===== config.mk =====
export PLATFORM = sky130hd
export DESIGN_NAME = fpsm_core
export DESIGN_NICKNAME = d
export VERILOG_FILES = /design/src/rtl/fpsm_core.sv
export SDC_FILE = /design/constraint.sdc
export NUM_CORES = 1
export LEC_CHECK = 0
export ABC_CLOCK_PERIOD_IN_PS = 5900
export CAP_MARGIN = 0
export CELL_PAD_IN_SITES_DETAIL_PLACEMENT = 1
export CELL_PAD_IN_SITES_GLOBAL_PLACEMENT = 1
export CORE_UTILIZATION = 34
export DETAILED_ROUTE_END_ITERATION = 12
export GPL_TIMING_DRIVEN = 1
export PLACE_DENSITY = 0.64
export SETUP_SLACK_MARGIN = 0.2
export SYNTH_ARGS = -nofsm -noshare
export SYNTH_HDL_FRONTEND = slang
export SYNTH_SLANG_ARGS = --single-unit

===== constraint.sdc =====
create_clock -name clk -period 5.9 [get_ports clk]
set_input_delay 1.77 -clock clk [delete_from_list [all_inputs] [get_ports clk]]
set_output_delay 1.77 -clock clk [all_outputs]
set_load 0.01 [all_outputs]

===== src/rtl/fpsm_core.sv =====
// rtl/fpsm_core.sv - parametrised multi-cycle FPSM core with 4 registers, Z/S/C flags, load/store and HALT
// Steps one FSM state per clk while en is high; talks to a synchronous single-port RAM.
module fpsm_core #(
  parameter int DW = 8,
  parameter int AW = 8
) (
  input  logic          clk,
  input  logic          rst,
  input  logic          en,
  output logic [AW-1:0] mem_addr,
  output logic [DW-1:0] mem_wdata,
  output logic          mem_we,
  input  logic [DW-1:0] mem_rdata,
  output logic [AW-1:0] pc,
  output logic [7:0]    ir,
  output logic [2:0]    flags,
  output logic          halted,
  input  logic [1:0]    dbg_sel,
  output logic [DW-1:0] dbg_data
);

  typedef enum logic [2:0] {
    S_FETCH,
    S_DECODE,
    S_EXEC,
    S_OPER,
    S_JUMP,
    S_MEM,
    S_LDW,
    S_HALT
  } state_t;

  state_t        state, state_nx;
  logic [DW-1:0] regs [4];

  logic [AW-1:0] pc_nx;
  logic [7:0]    ir_nx;
  logic [2:0]    flags_nx;
  logic          rd_we;
  logic [DW-1:0] rd_val;

  logic [2:0]    op;
  logic [1:0]    rd_idx;
  logic [1:0]    rs_idx;
  logic [DW-1:0] rd_reg;
  logic [DW-1:0] rs_reg;
  logic [DW-1:0] ra_reg;
  logic          is_store;
  logic          cond_true;

  logic [DW-1:0] alu_res;
  logic          alu_c;

  assign op       = ir[7:5];
  assign rd_idx   = ir[3:2];
  assign rs_idx   = ir[1:0];
  assign rd_reg   = regs[rd_idx];
  assign rs_reg   = regs[rs_idx];
  assign is_store = ir[4];
  // ST addresses through rd, LD through rs
  assign ra_reg   = is_store ? rd_reg : rs_reg;

  assign dbg_data = regs[dbg_sel];
  assign halted   = (state == S_HALT);

  always_comb begin
    case (ir[4:3])
      2'b00:   cond_true = 1'b1;
      2'b01:   cond_true = flags[0];
      2'b10:   cond_true = flags[1];
      default: cond_true = flags[2];
    endcase
  end

  always_comb begin
    alu_res = rs_reg;
    alu_c   = flags[0];
    case (op)
      3'b000: alu_res = rs_reg;
      3'b001: {alu_c, alu_res} = {1'b0, rd_reg} + {1'b0, rs_reg};
      3'b011: begin
        alu_res = rd_reg - rs_reg;
        alu_c   = (rd_reg < rs_reg);
      end
      3'b100: alu_res = rd_reg * rs_reg;
      3'b110: begin
        alu_res = rs_reg >> 1;
        alu_c   = rs_reg[0];
      end
      3'b111: begin
        alu_res = rs_reg << 1;
        alu_c   = rs_reg[DW-1];
      end
      default: alu_res = rs_reg;
    endcase
  end

  always_comb begin
    state_nx  = state;
    pc_nx     = pc;
    ir_nx     = ir;
    flags_nx  = flags;
    rd_we     = 1'b0;
    rd_val    = alu_res;
    mem_addr  = pc;
    mem_wdata = rs_reg;
    mem_we    = 1'b0;
    case (state)
      S_FETCH: state_nx = S_DECODE;
      S_DECODE: begin
        ir_nx = mem_rdata[7:0];
        pc_nx = pc + AW'(1);
        // next state is decided from the fresh opcode, not the old ir
        case (mem_rdata[7:5])
          3'b010: begin
            if (!mem_rdata[2])
              state_nx = S_OPER;
            else if (mem_rdata[4:3] == 2'b00)
              state_nx = S_HALT;
            else
              state_nx = S_FETCH;
          end
          3'b101:  state_nx = S_MEM;
          default: state_nx = S_EXEC;
        endcase
      end
      S_EXEC: begin
        rd_we    = 1'b1;
        flags_nx = {alu_res[DW-1], (alu_res == '0), alu_c};
        state_nx = S_FETCH;
      end
      S_OPER: state_nx = S_JUMP;
      S_JUMP: begin
        pc_nx    = cond_true ? mem_rdata[AW-1:0] : pc + AW'(1);
        state_nx = S_FETCH;
      end
      S_MEM: begin
        mem_addr = ra_reg[AW-1:0];
        if (is_store) begin
          mem_we   = en & ~rst;
          state_nx = S_FETCH;
        end else begin
          state_nx = S_LDW;
        end
      end
      S_LDW: begin
        rd_we    = 1'b1;
        rd_val   = mem_rdata;
        flags_nx = {mem_rdata[DW-1], (mem_rdata == '0), flags[0]};
        state_nx = S_FETCH;
      end
      S_HALT: state_nx = S_HALT;
      default: state_nx = S_FETCH;
    endcase
  end

  always_ff @(posedge clk) begin
    if (rst) begin
      state <= S_FETCH;
      pc    <= '0;
      ir    <= '0;
      flags <= '0;
      for (int i = 0; i < 4; i++) regs[i] <= '0;
    end else if (en) begin
      state <= state_nx;
      pc    <= pc_nx;
      ir    <= ir_nx;
      flags <= flags_nx;
      if (rd_we) regs[rd_idx] <= rd_val;
    end
  end

endmodule


==> summary.txt, run 1 <==
Cells and area
  – Share of cells above drive strength 1: 13.0%
  – Fin util: 42.2%
  – Sequential Area: 1490 um^2
  – Nets: 702
  – Finished Cell Area: 6420 um^2
  – Fillcell total: 1759
  – Layout area overhead: 21.3%
  – Ant. Diodes: 0
  – Multi-input logic area: 3520 um^2

Critical path
  – Critical path endpoint category: output port
  – Critical path class: in2out
  – Slowest CP cell: clkdlybuf4s50_1
  – Worst Setup SP: dbg_sel[0]
  – Worst reg2reg path startpoint: regs[3][2]
  – Critical R2R Capture: regs[2][7]
  – Worst Path Max Fanout: 8
  – Worst Path Required: 4.13 ns
  – Worst path cell trace: clkdlybuf4s50_1 > mux4_2 > clkdlybuf4s50_1
  – Worst Path Arrival: 3.73 ns
  – CP peak stage delay: 0.85 ns
  – CP Launch Type: input pin
  – Most common cell on crit path: clkdlybuf4s50_1
  – Critical path destination: dbg_data[7]
  – FF-to-FF setup slack: 0.45 ns
  – Reg2reg path depth: 17

Timing
  – FMAX: 182 MHz
  – Relative slew slack: 39.1%
  – Final hold violations: 0
  – Final setup fails: 0
  – RSZ-0062 raised after global routing: false
  – TNS Setup: 0 ns
  – Worst-margin pin slew: 0.911 ns
  – Worst hold slack: 0.514 ns
  – Final Slew Violations: 0
  – Layout Skew: 0.00636 ns
  – Minimum clock period: 5.50 ns
  – Period utilization: 93.2%

Placement
  – Placed instance area: 6070 um^2
  – GP Congestion: 0.911
  – Port bufs: 57
  – DP HPWL: 13900 um

Synth
  – Mapped Nets: 648
  – Syn Inst Count: 588
  – Top cell type's share of synthesized area: 18.2%
  – Warnings from Yosys: 0
  – Top cells by area, synth: edfxtp_1 18%, dfxtp_1 9.8%, mux4_2 8.9%, ha_1 7.8%, fa_1 5.3%
  – Cell taking the most area after synthesis: edfxtp_1
  – Netlist cell types: 65
  – Syn Area/Cell: 8.99 um^2
  – Synthesized area: 5290 um^2
  – Flops & latches, synth: 58
  – Sequential area share after synthesis: 28.0%
  – Async set-reset flop share out of synthesis: 0%
  – Synth Flop Type: edfxtp_1
  – Number of synthesized flops with an enable pin: 32

Clocking
  – CTS tree: yes
  – Clk sinks: 58
  – Worst-skew pair later-pin latency: 0.34 ns
  – Max clock buf depth: 2
  – H-tree depth: 3
  – Clock root cell: clkbuf_16
  – Total CTS buffers: 9
  – Clock slew at reported path FFs: 0.05 ns

Power
  – Net Switching: 432 uW
  – Lkg Pwr: 2.47 nW
  – Sw Ratio: 30.5%
  – Total power draw: 1.42 mW
  – Reg power frac: 32.6%
  – Max VDD drop: 0.175 mV
  – Power Dens Cells: 221 nW/um^2
  – Combinational power share: 28.5%
  – Pint: 984 uW
  – Clock Power Share: 39.0%

Floorplanning
  – Die area: 16100 um^2
  – Top-level I/O count: 58
  – Die H: 127 um
  – Initial core utilization: 34.8%
  – Die Width: 127 um
  – Core ar.: 15200 um^2
  – Cell Rows: 45

Run status
  – Status: finished clean

Routing
  – DR vias: 4753
  – Wire per inst: 21.9 um
  – DRC Markers: 0
  – Via-to-Cell Ratio: 5.69
  – Pre-Repair DR Iteration Count: 5
  – Drt first-iter violations: 379
  – Routed wire length: 18300 um
  – Post-route ant nets: 0

Global routing
  – Pin count of the biggest net entering global routing: 29
  – Aggregate global-route resource usage: 23.8%
  – Vias in the first global route: 4973
  – Grt ovf: 0
  – Initial antenna violation count: 0
  – First-pass GRT wire length: 28700 um

Worst hold path
  – Hold WC Path Type: reg2reg

Job
  – Max cap viols: 0
==> per-layer routing <==
metal / wire length (um) / GRT usage [%] / part of all wire (%)
met1: 8010 / 31.4 / 44
met2: 9120 / 40.1 / 50
met3: 698 / 2.36 / 3.8
met4: 448 / 9.38 / 2.5
met5: 0 / 0 / 0
==> power groups by stage <==
stage	registers (mW)	clock network (mW)	logic, mW
2_1_floorplan	0.458	0	0.266
3_3_place_gp	0.468	0	0.390
3_5_place_dp	0.469	0	0.400
4_1_cts	0.461	0.559	0.402
5_1_grt	0.463	0.574	0.442
6_report	0.462	0.552	0.403
==> area by class of cell <==
| class | instances | area share (%) |
|---|---|---|
| multi-input cells | 460 | 54.9 |
| flip-flops and latches | 58 | 23.2 |
| repair buffers | 78 | 11.3 |
| well taps | 188 | 3.67 |
| clock buffers | 10 | 3.57 |
| inverters | 35 | 2.05 |
| clock inverters | 6 | 1.27 |
==> cell usage after synthesis (all sizes together) (2+ instances only) <==
cell type / count
ha: 33
o21ai: 31
nand3: 11
nor3b: 7
nand2b: 8
a311oi: 2
o31a: 2
xor2: 8
and3b: 2
nor3: 11
a22oi: 2
and2: 13
o221ai: 5
mux2: 6
clkbuf: 24
o21bai: 3
a21boi: 3
nor4: 2
a21o: 6
mux4: 21
xnor2: 11
fa: 14
dfxtp: 26
a21oi: 35
edfxtp: 32
o211ai: 2
nor2b: 9
nand3b: 6
a211oi: 11
o22ai: 2
buf: 11
mux2i: 21
nand2: 60
a31oi: 6
inv: 34
nor2: 74
or2: 5
or3: 2
and3: 6
o31ai: 5
==> what timing repair did <==
action / 4_1_cts / 5_1_grt
gates resized for setup: 0 / 5
hold buffers: 0 / 0
setup endpoints to repair: 0 / 13
setup buffers: 0 / 4
==> flip-flops by register name, summed over array words and instances, names as in the netlist, named ones only <==
register	count
pc	8
state	3
regs	32
flags	3
ir	8
==> critical path: cells and delay by family <==
| kind | cells | cell delay [ns] |
|---|---|---|
| muxes | 1 | 0.61 |
| buffers and inverters | 2 | 1.34 |
==> per-stage QoR <==
stage,worst slack [ns],cells
2_1_floorplan,0.751,588
3_3_place_gp,0.348,815
3_5_place_dp,0.227,815
4_1_cts,0.200,831
5_1_grt,0.218,835
6_report,0.401,835
==> worst min-delay path by stage <==
stage / from / endpoint / cells past startpoint
floorplan: flags[0] / flags[0] / 2
global placement: flags[2] / flags[2] / 2
detailed placement: flags[2] / flags[2] / 2
CTS: flags[2] / flags[2] / 2
global route: flags[2] / flags[2] / 2
finish: flags[2] / flags[2] / 2
==> cells in the final DEF (no fill, tap or decap), types with 14 or more instances in the layout <==
master           count
buf_4               21
edfxtp_1            32
fa_1                14
dfxtp_1             22
ha_1                33
clkdlybuf4s50_1     57
a21oi_1             35
mux2i_1             21
mux4_2              21
nor2_1              74
nand2_1             59
inv_1               30
o21ai_0             28
==> cells by family (layout without fill, tap and decap cells) <==
group	Yosys count	count (layout)	synth area share, %
XOR/XNOR	20	20	3.71
multiplexers	48	48	14.2
buffers and inverters	70	129	5.39
AND/OR/NAND/NOR	218	218	19.5
flip-flops	58	58	28.0
adder cells (fa/ha/maj)	47	47	13.1
AO/OA/AOI/OAI	127	127	16.0
Power figures use the tool's default switching activity.
==> run 2: changes to the inputs <==
--- a/config.mk
+++ b/config.mk
@@ -6,13 +6,14 @@
 export NUM_CORES = 1
 export LEC_CHECK = 0
 export ABC_CLOCK_PERIOD_IN_PS = 5900
-export CAP_MARGIN = 0
+export CAP_MARGIN = 10
 export CELL_PAD_IN_SITES_DETAIL_PLACEMENT = 1
 export CELL_PAD_IN_SITES_GLOBAL_PLACEMENT = 1
 export CORE_UTILIZATION = 34
 export DETAILED_ROUTE_END_ITERATION = 12
+export DONT_BUFFER_PORTS = 1
 export GPL_TIMING_DRIVEN = 1
-export PLACE_DENSITY = 0.64
+export PLACE_DENSITY = 0.58
 export SETUP_SLACK_MARGIN = 0.2
 export SYNTH_ARGS = -nofsm -noshare
 export SYNTH_HDL_FRONTEND = slang
==> run 2 against run 1 <==
Effect of this change: clock power is 6.5% lower; fmax rose by 0.74%; non-clock buffer count fell by 59; clock-buffer cell count fell by 1; highest routed layer unchanged; global-route usage down 1.2 points; critical path type is now reg2reg; via count decreased by 7.0%.
==> summary.txt, run 2 (synthesis gave the netlist of run 1 again) <==
Run status
  – Status: finished clean

Floorplanning
  – Cell Rows: 45 (unchanged)
  – Die H: 127 um (unchanged)
  – Initial core utilization: 34.8% (unchanged)
  – Top-level I/O count: 58 (unchanged)
  – Die Width: 127 um (unchanged)
  – Die area: 16100 um^2 (unchanged)
  – Core ar.: 15200 um^2 (unchanged)

Critical path
  – Worst Path Required: 5.97 ns (+1.84 ns)
  – Critical path endpoint category: register
  – Critical R2R Capture: regs[1][6]
  – CP Launch Type: register
  – CP peak stage delay: 0.64 ns (-0.21 ns)
  – Reg2reg path depth: 16 (-1)
  – Worst Path Max Fanout: 8 (unchanged)
  – FF-to-FF setup slack: 0.44 ns (about the same)
  – Critical path class: reg2reg
  – Slowest CP cell: mux4_2
  – Worst path cell trace: mux4_2 > ha_1 > fa_1 > fa_1 > ha_1 > inv_1 > fa_1 > inv_1 > ha_1 > a21oi_1 > xnor2_1 > mux4_2 > a22oi_1 > o31ai_1 > o311ai_2 > nor2_1
  – Worst Path Arrival: 5.53 ns (+1.80 ns)

Clocking
  – Worst-skew pair later-pin latency: 0.33 ns (about the same)
  – H-tree depth: 3 (unchanged)
  – Max clock buf depth: 2 (unchanged)
  – Total CTS buffers: 9 (unchanged)
  – Clk sinks: 58 (unchanged)
  – Clock root cell: clkbuf_16
  – CTS tree: yes
  – Post-CTS Hold Fix Bufs: 0 (unchanged)
  – Clock slew at reported path FFs: 0.05 ns (about the same)

Cells and area
  – Fillcell total: 1749 (-0.57%)
  – Share of cells above drive strength 1: 13.8% (+0.79 points)
  – Largest Register: regs
  – Ant. Diodes: 0 (unchanged)
  – Finished Cell Area: 5810 um^2 (-9.4%)
  – Commonest non-fill, non-tap cell in the layout: nor2_1
  – Nets: 643 (-8.4%)
  – Layout area overhead: 9.87%
  – Max FFs per register: 32 (unchanged)
  – Most frequent cells in the layout: 74 x nor2_1, 59 x nand2_1, 35 x a21oi_1
  – Largest registers: regs (32), ir (8), pc (8)

Global routing
  – Vias in the first global route: 4717 (-5.1%)
  – Aggregate global-route resource usage: 22.6% (-1.2 points)
  – First-pass GRT wire length: 27400 um (-4.5%)
  – Pin count of the biggest net entering global routing: 30 (+3.4%)
  – Grt ovf: 0 (unchanged)
  – Initial antenna violation count: 0 (unchanged)

Placement
  – GP Congestion: 0.884 (-3.0%)
  – Placed instance area: 5510 um^2 (-9.2%)
  – Pre-CTS worst setup slack: 0.286 ns (+0.0597 ns)
  – DP HPWL: 13500 um (-2.8%)
  – Port bufs: 0 (-100%)

Timing
  – Final hold violations: 0 (unchanged)
  – Relative slew slack: 33.5% (-5.7 points)
  – RSZ-0062 raised after global routing: false
  – Final setup fails: 0 (unchanged)
  – Minimum clock period: 5.46 ns (-0.0404 ns)
  – TNS Setup: 0 ns (unchanged)
  – FMAX: 183 MHz (+0.74%)
  – Worst-margin pin slew: 0.996 ns (+0.0848 ns)
  – Final Slew Violations: 0 (unchanged)
  – Layout Skew: 0.00721 ns (+0.000847 ns)
  – Final setup margin: 0.441 ns (+0.0404 ns)
  – Period utilization: 92.5% (-0.68 points)
  – Worst hold slack: 0.557 ns (+0.0427 ns)

Routing
  – Pre-Repair DR Iteration Count: 4 (-1)
  – Post-route ant nets: 0 (unchanged)
  – Via-to-Cell Ratio: 5.70 (about the same)
  – Wire per inst: 22.4 um (+2.3%)
  – DR vias: 4420 (-7.0%)
  – Routed wire length: 17400 um (-4.9%)
  – DRC Markers: 0 (unchanged)
  – Drt first-iter violations: 273 (-28%)

Worst hold path
  – Hold WC Path Type: reg2reg
  – Hold Path Origin: flags[2]
  – Hold EP: flags[2]
  – Worst hold path cell count: 2 (unchanged)

Power
  – Power Dens Cells: 229 nW/um^2 (+3.7%)
  – Max VDD drop: 0.146 mV (-16%)
  – Lkg Pwr: 2.23 nW (-9.5%)

Job
  – Max cap viols: 0 (unchanged)
-- run 2: cell types whose count changed in the layout (fill, tap and decap cells not counted), sizes merged --
cell,previous run,this run
clkbuf,10,9
clkinvlp,1,3
clkdlybuf4s50,57,0
bufinv,2,1
buf,21,19
-- run 2: stage by stage --
| stage | total power, mW | util, % | std cells |
|---|---|---|---|
| 2_1_floorplan | 0.724 | - | 588 |
| 3_3_place_gp | 0.816 | 36.3 | 760 |
| 3_5_place_dp | 0.823 | 36.3 | 760 |
| 4_1_cts | 1.34 | 38.2 | 776 |
| 5_1_grt | 1.39 | 38.2 | 776 |
| 6_report | 1.33 | 38.2 | 776 |
-- run 2: worst max-delay path, delay by kind of cell (launching register included) --
kind | cells | cell delay (ns)
multiplexers | 2 | 1.11
AO/OA/AOI/OAI | 4 | 0.89
flip-flops | 1 | 0.46
AND/OR/NAND/NOR | 1 | 0.10
XOR/XNOR | 1 | 0.11
buffers and inverters | 2 | 0.09
adder cells (fa/ha/maj) | 6 | 2.43
-- run 2: worst max-delay path by stage --
stage          startpoint    endpoint  slack [ns]  cells after the start
2_1_floorplan    register  regs[0][6]        0.75                     19
5_1_grt          register  regs[0][6]        0.22                     16
3_5_place_dp     register  regs[1][6]        0.29                     16
4_1_cts          register  regs[1][6]        0.25                     16
6_report         register  regs[1][6]        0.44                     16
3_3_place_gp     register  regs[2][6]        0.46                     16
-- run 2: repair_timing --
item,4_1_cts,5_1_grt
setup endpoints to repair,0,8
resized for setup,0,2
hold endpoints to repair,0,0
setup buffers,0,0
-- run 2: per-layer routing --
metal / wire length (um) / up-vias / track usage [%]
met4: 380 / 0 / 8.05
met1: 7550 / 2215 / 29.2
met2: 8650 / 93 / 38.5
li1: - / 2092 / -
met3: 804 / 20 / 3.33
met5: 0 / - / 0
-- run 2: report_power, final --
part	switching [mW]	total (mW)	internal (mW)
logic	0.200	0.348	0.149
clock network	0.191	0.516	0.325
registers	0.0250	0.466	0.441
total	0.416	1.33	0.914
-- run 2: final cells by class --
cell class	count	area [um^2]	area share, %
clock buffer	9	225	3.88
clock inverter	7	70.1	1.21
inverter	35	131	2.26
multi-input combinational	460	3520	60.6
sequential	58	1480	25.5
tap	188	235	4.05
timing repair buffer	19	143	2.45
==> run 3: changes to the inputs <==
==> constraint.sdc (replaced) <==
create_clock -name clk -period 5.9 [get_ports clk]
set_input_delay 1.475 -clock clk [delete_from_list [all_inputs] [get_ports clk]]
set_output_delay 1.475 -clock clk [all_outputs]
set_load 0.01 [all_outputs]
==> run 3 against run 2 <==
Effect of this change: combinational power grew 2%; setup slack improved by 0.069 ns; critical path depth grew 3; clock-buffer cell count did not move; sequential share of layout area is 0.15 points lower; non-clock buffer count increased by 7; via count up 2.8%; routed wire length is 2.0% higher; clock skew increased by 0.00085 ns; clock power fell by 6.6%; critical endpoint is now regs[2][7]; largest cell class unchanged.
==> summary.txt, run 3 (synthesis gave the netlist of run 1 again) <==
Run status
  – Status: finished clean

Routing
  – DR vias: 4543 (+2.8%)
  – DRC Markers: 0 (unchanged)
  – Drt first-iter violations: 303 (+11%)
  – Via-to-Cell Ratio: 5.80 (+1.9%)
  – Routed wire length: 17700 um (+2.0%)
  – Wire per inst: 22.6 um (+1.1%)
  – Post-route ant nets: 0 (unchanged)
  – Pre-Repair DR Iteration Count: 4 (unchanged)

Floorplanning
  – Die Width: 127 um (unchanged)
  – Die H: 127 um (unchanged)
  – Die area: 16100 um^2 (unchanged)
  – Top-level I/O count: 58 (unchanged)
  – Core ar.: 15200 um^2 (unchanged)
  – Initial core utilization: 34.8% (unchanged)
  – Cell Rows: 45 (unchanged)

Timing
  – Relative slew slack: 37.2% (+3.7 points)
  – RSZ-0062 raised after global routing: false
  – Layout Skew: 0.00806 ns (+0.000849 ns)
  – Period utilization: 91.4% (-1.2 points)
  – Final setup fails: 0 (unchanged)
  – Final Slew Violations: 0 (unchanged)
  – FMAX: 186 MHz (+1.3%)
  – Worst hold slack: 0.510 ns (-0.0474 ns)
  – Final setup margin: 0.510 ns (+0.0690 ns)
  – TNS Setup: 0 ns (unchanged)
  – Final hold violations: 0 (unchanged)
  – Minimum clock period: 5.39 ns (-0.0690 ns)
  – Worst-margin pin slew: 0.941 ns (-0.0545 ns)

Cells and area
  – Ant. Diodes: 0 (unchanged)
  – Most frequent cells in the layout: 74 x nor2_1, 59 x nand2_1, 35 x a21oi_1
  – Nets: 650 (+1.1%)
  – Max FFs per register: 32 (unchanged)
  – Largest Register: regs
  – Share of cells above drive strength 1: 15.1% (+1.4 points)
  – Commonest non-fill, non-tap cell in the layout: nor2_1
  – Largest registers: regs (32), ir (8), pc (8)
  – Layout area overhead: 10.6%

Global routing
  – Aggregate global-route resource usage: 22.7% (+0.072 points)
  – Pin count of the biggest net entering global routing: 30 (unchanged)
  – First-pass GRT wire length: 27600 um (+0.68%)
  – Grt ovf: 0 (unchanged)
  – Initial antenna violation count: 0 (unchanged)
  – Vias in the first global route: 4640 (-1.6%)

Placement
  – GP Congestion: 0.846 (-4.2%)
  – DP HPWL: 13600 um (+0.64%)
  – Pre-CTS worst setup slack: 0.351 ns (+0.0645 ns)
  – Port bufs: 0 (unchanged)

Critical path
  – Worst Path Required: 5.97 ns (about the same)
  – Worst Path Arrival: 5.46 ns (-0.07 ns)
  – Critical path class: reg2reg
  – CP peak stage delay: 0.54 ns (-0.10 ns)
  – Critical path endpoint category: register
  – Worst Path Max Fanout: 8 (unchanged)
  – Worst path cell trace: mux2_2 > o21ai_4 > inv_2 > ha_1 > fa_1 > fa_1 > ha_1 > inv_1 > fa_1 > inv_1 > ha_1 > a21o_1 > a21oi_1 > xor2_1 > xnor2_1 > xnor3_1 > nand3_1 > a311o_1 > nor2_1
  – Slowest CP cell: fa_1
  – CP Launch Type: register

Clocking
  – H-tree depth: 3 (unchanged)
  – Clock root cell: clkbuf_16
  – Post-CTS Hold Fix Bufs: 0 (unchanged)
  – Clock slew at reported path FFs: 0.05 ns (about the same)
  – Max clock buf depth: 2 (unchanged)
  – Clk sinks: 58 (unchanged)
  – CTS tree: yes
  – Worst-skew pair later-pin latency: 0.33 ns (about the same)
  – Total CTS buffers: 9 (unchanged)

Power
  – Max VDD drop: 0.134 mV (-8.6%)
  – Power Dens Cells: 222 nW/um^2 (-2.8%)
  – Lkg Pwr: 2.27 nW (+1.5%)

Worst hold path
  – Hold WC Path Type: reg2reg

Job
  – Max cap viols: 0 (unchanged)
-- run 3: report_power, final --
part	leakage, nW	switching [mW]	internal (mW)
clock network	0.132	0.196	0.286
registers	0.543	0.0223	0.441
logic	1.59	0.204	0.153
-- run 3: final cells by class --
type,instances,area [um^2]
clock buffers,9,225
fillers,1777,9350
clock inverters,7,55.1
inverters,35,131
repair buffers,26,195
flip-flops and latches,58,1490
multi-input cells,460,3520
well taps,188,235
-- run 3: path summary, 6_finish.rpt --
| path | startpoint | slack (ns) | depth (start not counted) | endpoint |
|---|---|---|---|---|
| min | ir[7] | 0.51 | 2 | ir[7] |
| max reg2reg | register | 0.51 | 19 | regs[2][7] |
| max | register | 0.51 | 19 | regs[2][7] |
| min reg2reg | ir[7] | 0.51 | 2 | ir[7] |
-- run 3: stage by stage --
stage	power, mW	cells	util (%)	cell area, um^2
6_report	1.30	783	38.5	5850
3_5_place_dp	0.825	762	36.4	5530
4_1_cts	1.31	778	38.2	5810
5_1_grt	1.36	783	38.5	5850
3_3_place_gp	0.818	762	36.4	5530
2_1_floorplan	0.724	588	-	5290
-- run 3: layer usage --
layer	wire length, um	up-vias	GRT usage (%)
li1	-	2101	-
met5	0	-	0
met2	8770	97	39.3
met1	8000	2323	29.5
met3	649	22	3.08
met4	313	0	6.79
-- run 3: worst max-delay path: cells and delay by family, from the launching register on --
| family | cells | cell delay (ns) |
|---|---|---|
| buffers and inverters | 3 | 0.15 |
| xor gates and xnor gates | 3 | 0.59 |
| DFF | 1 | 0.47 |
| muxes | 1 | 0.40 |
| and+or+nand+nor | 2 | 0.23 |
| adders and majority gates | 6 | 2.38 |
| AOI/OAI and AO/OA | 4 | 0.89 |
-- run 3: timing repair --
action                                  in CTS  in global routing
endpoints found under the setup margin       0                  8
buffers inserted                             0                  5
resized for setup                            0                  3
endpoints found under the hold margin        0                  0
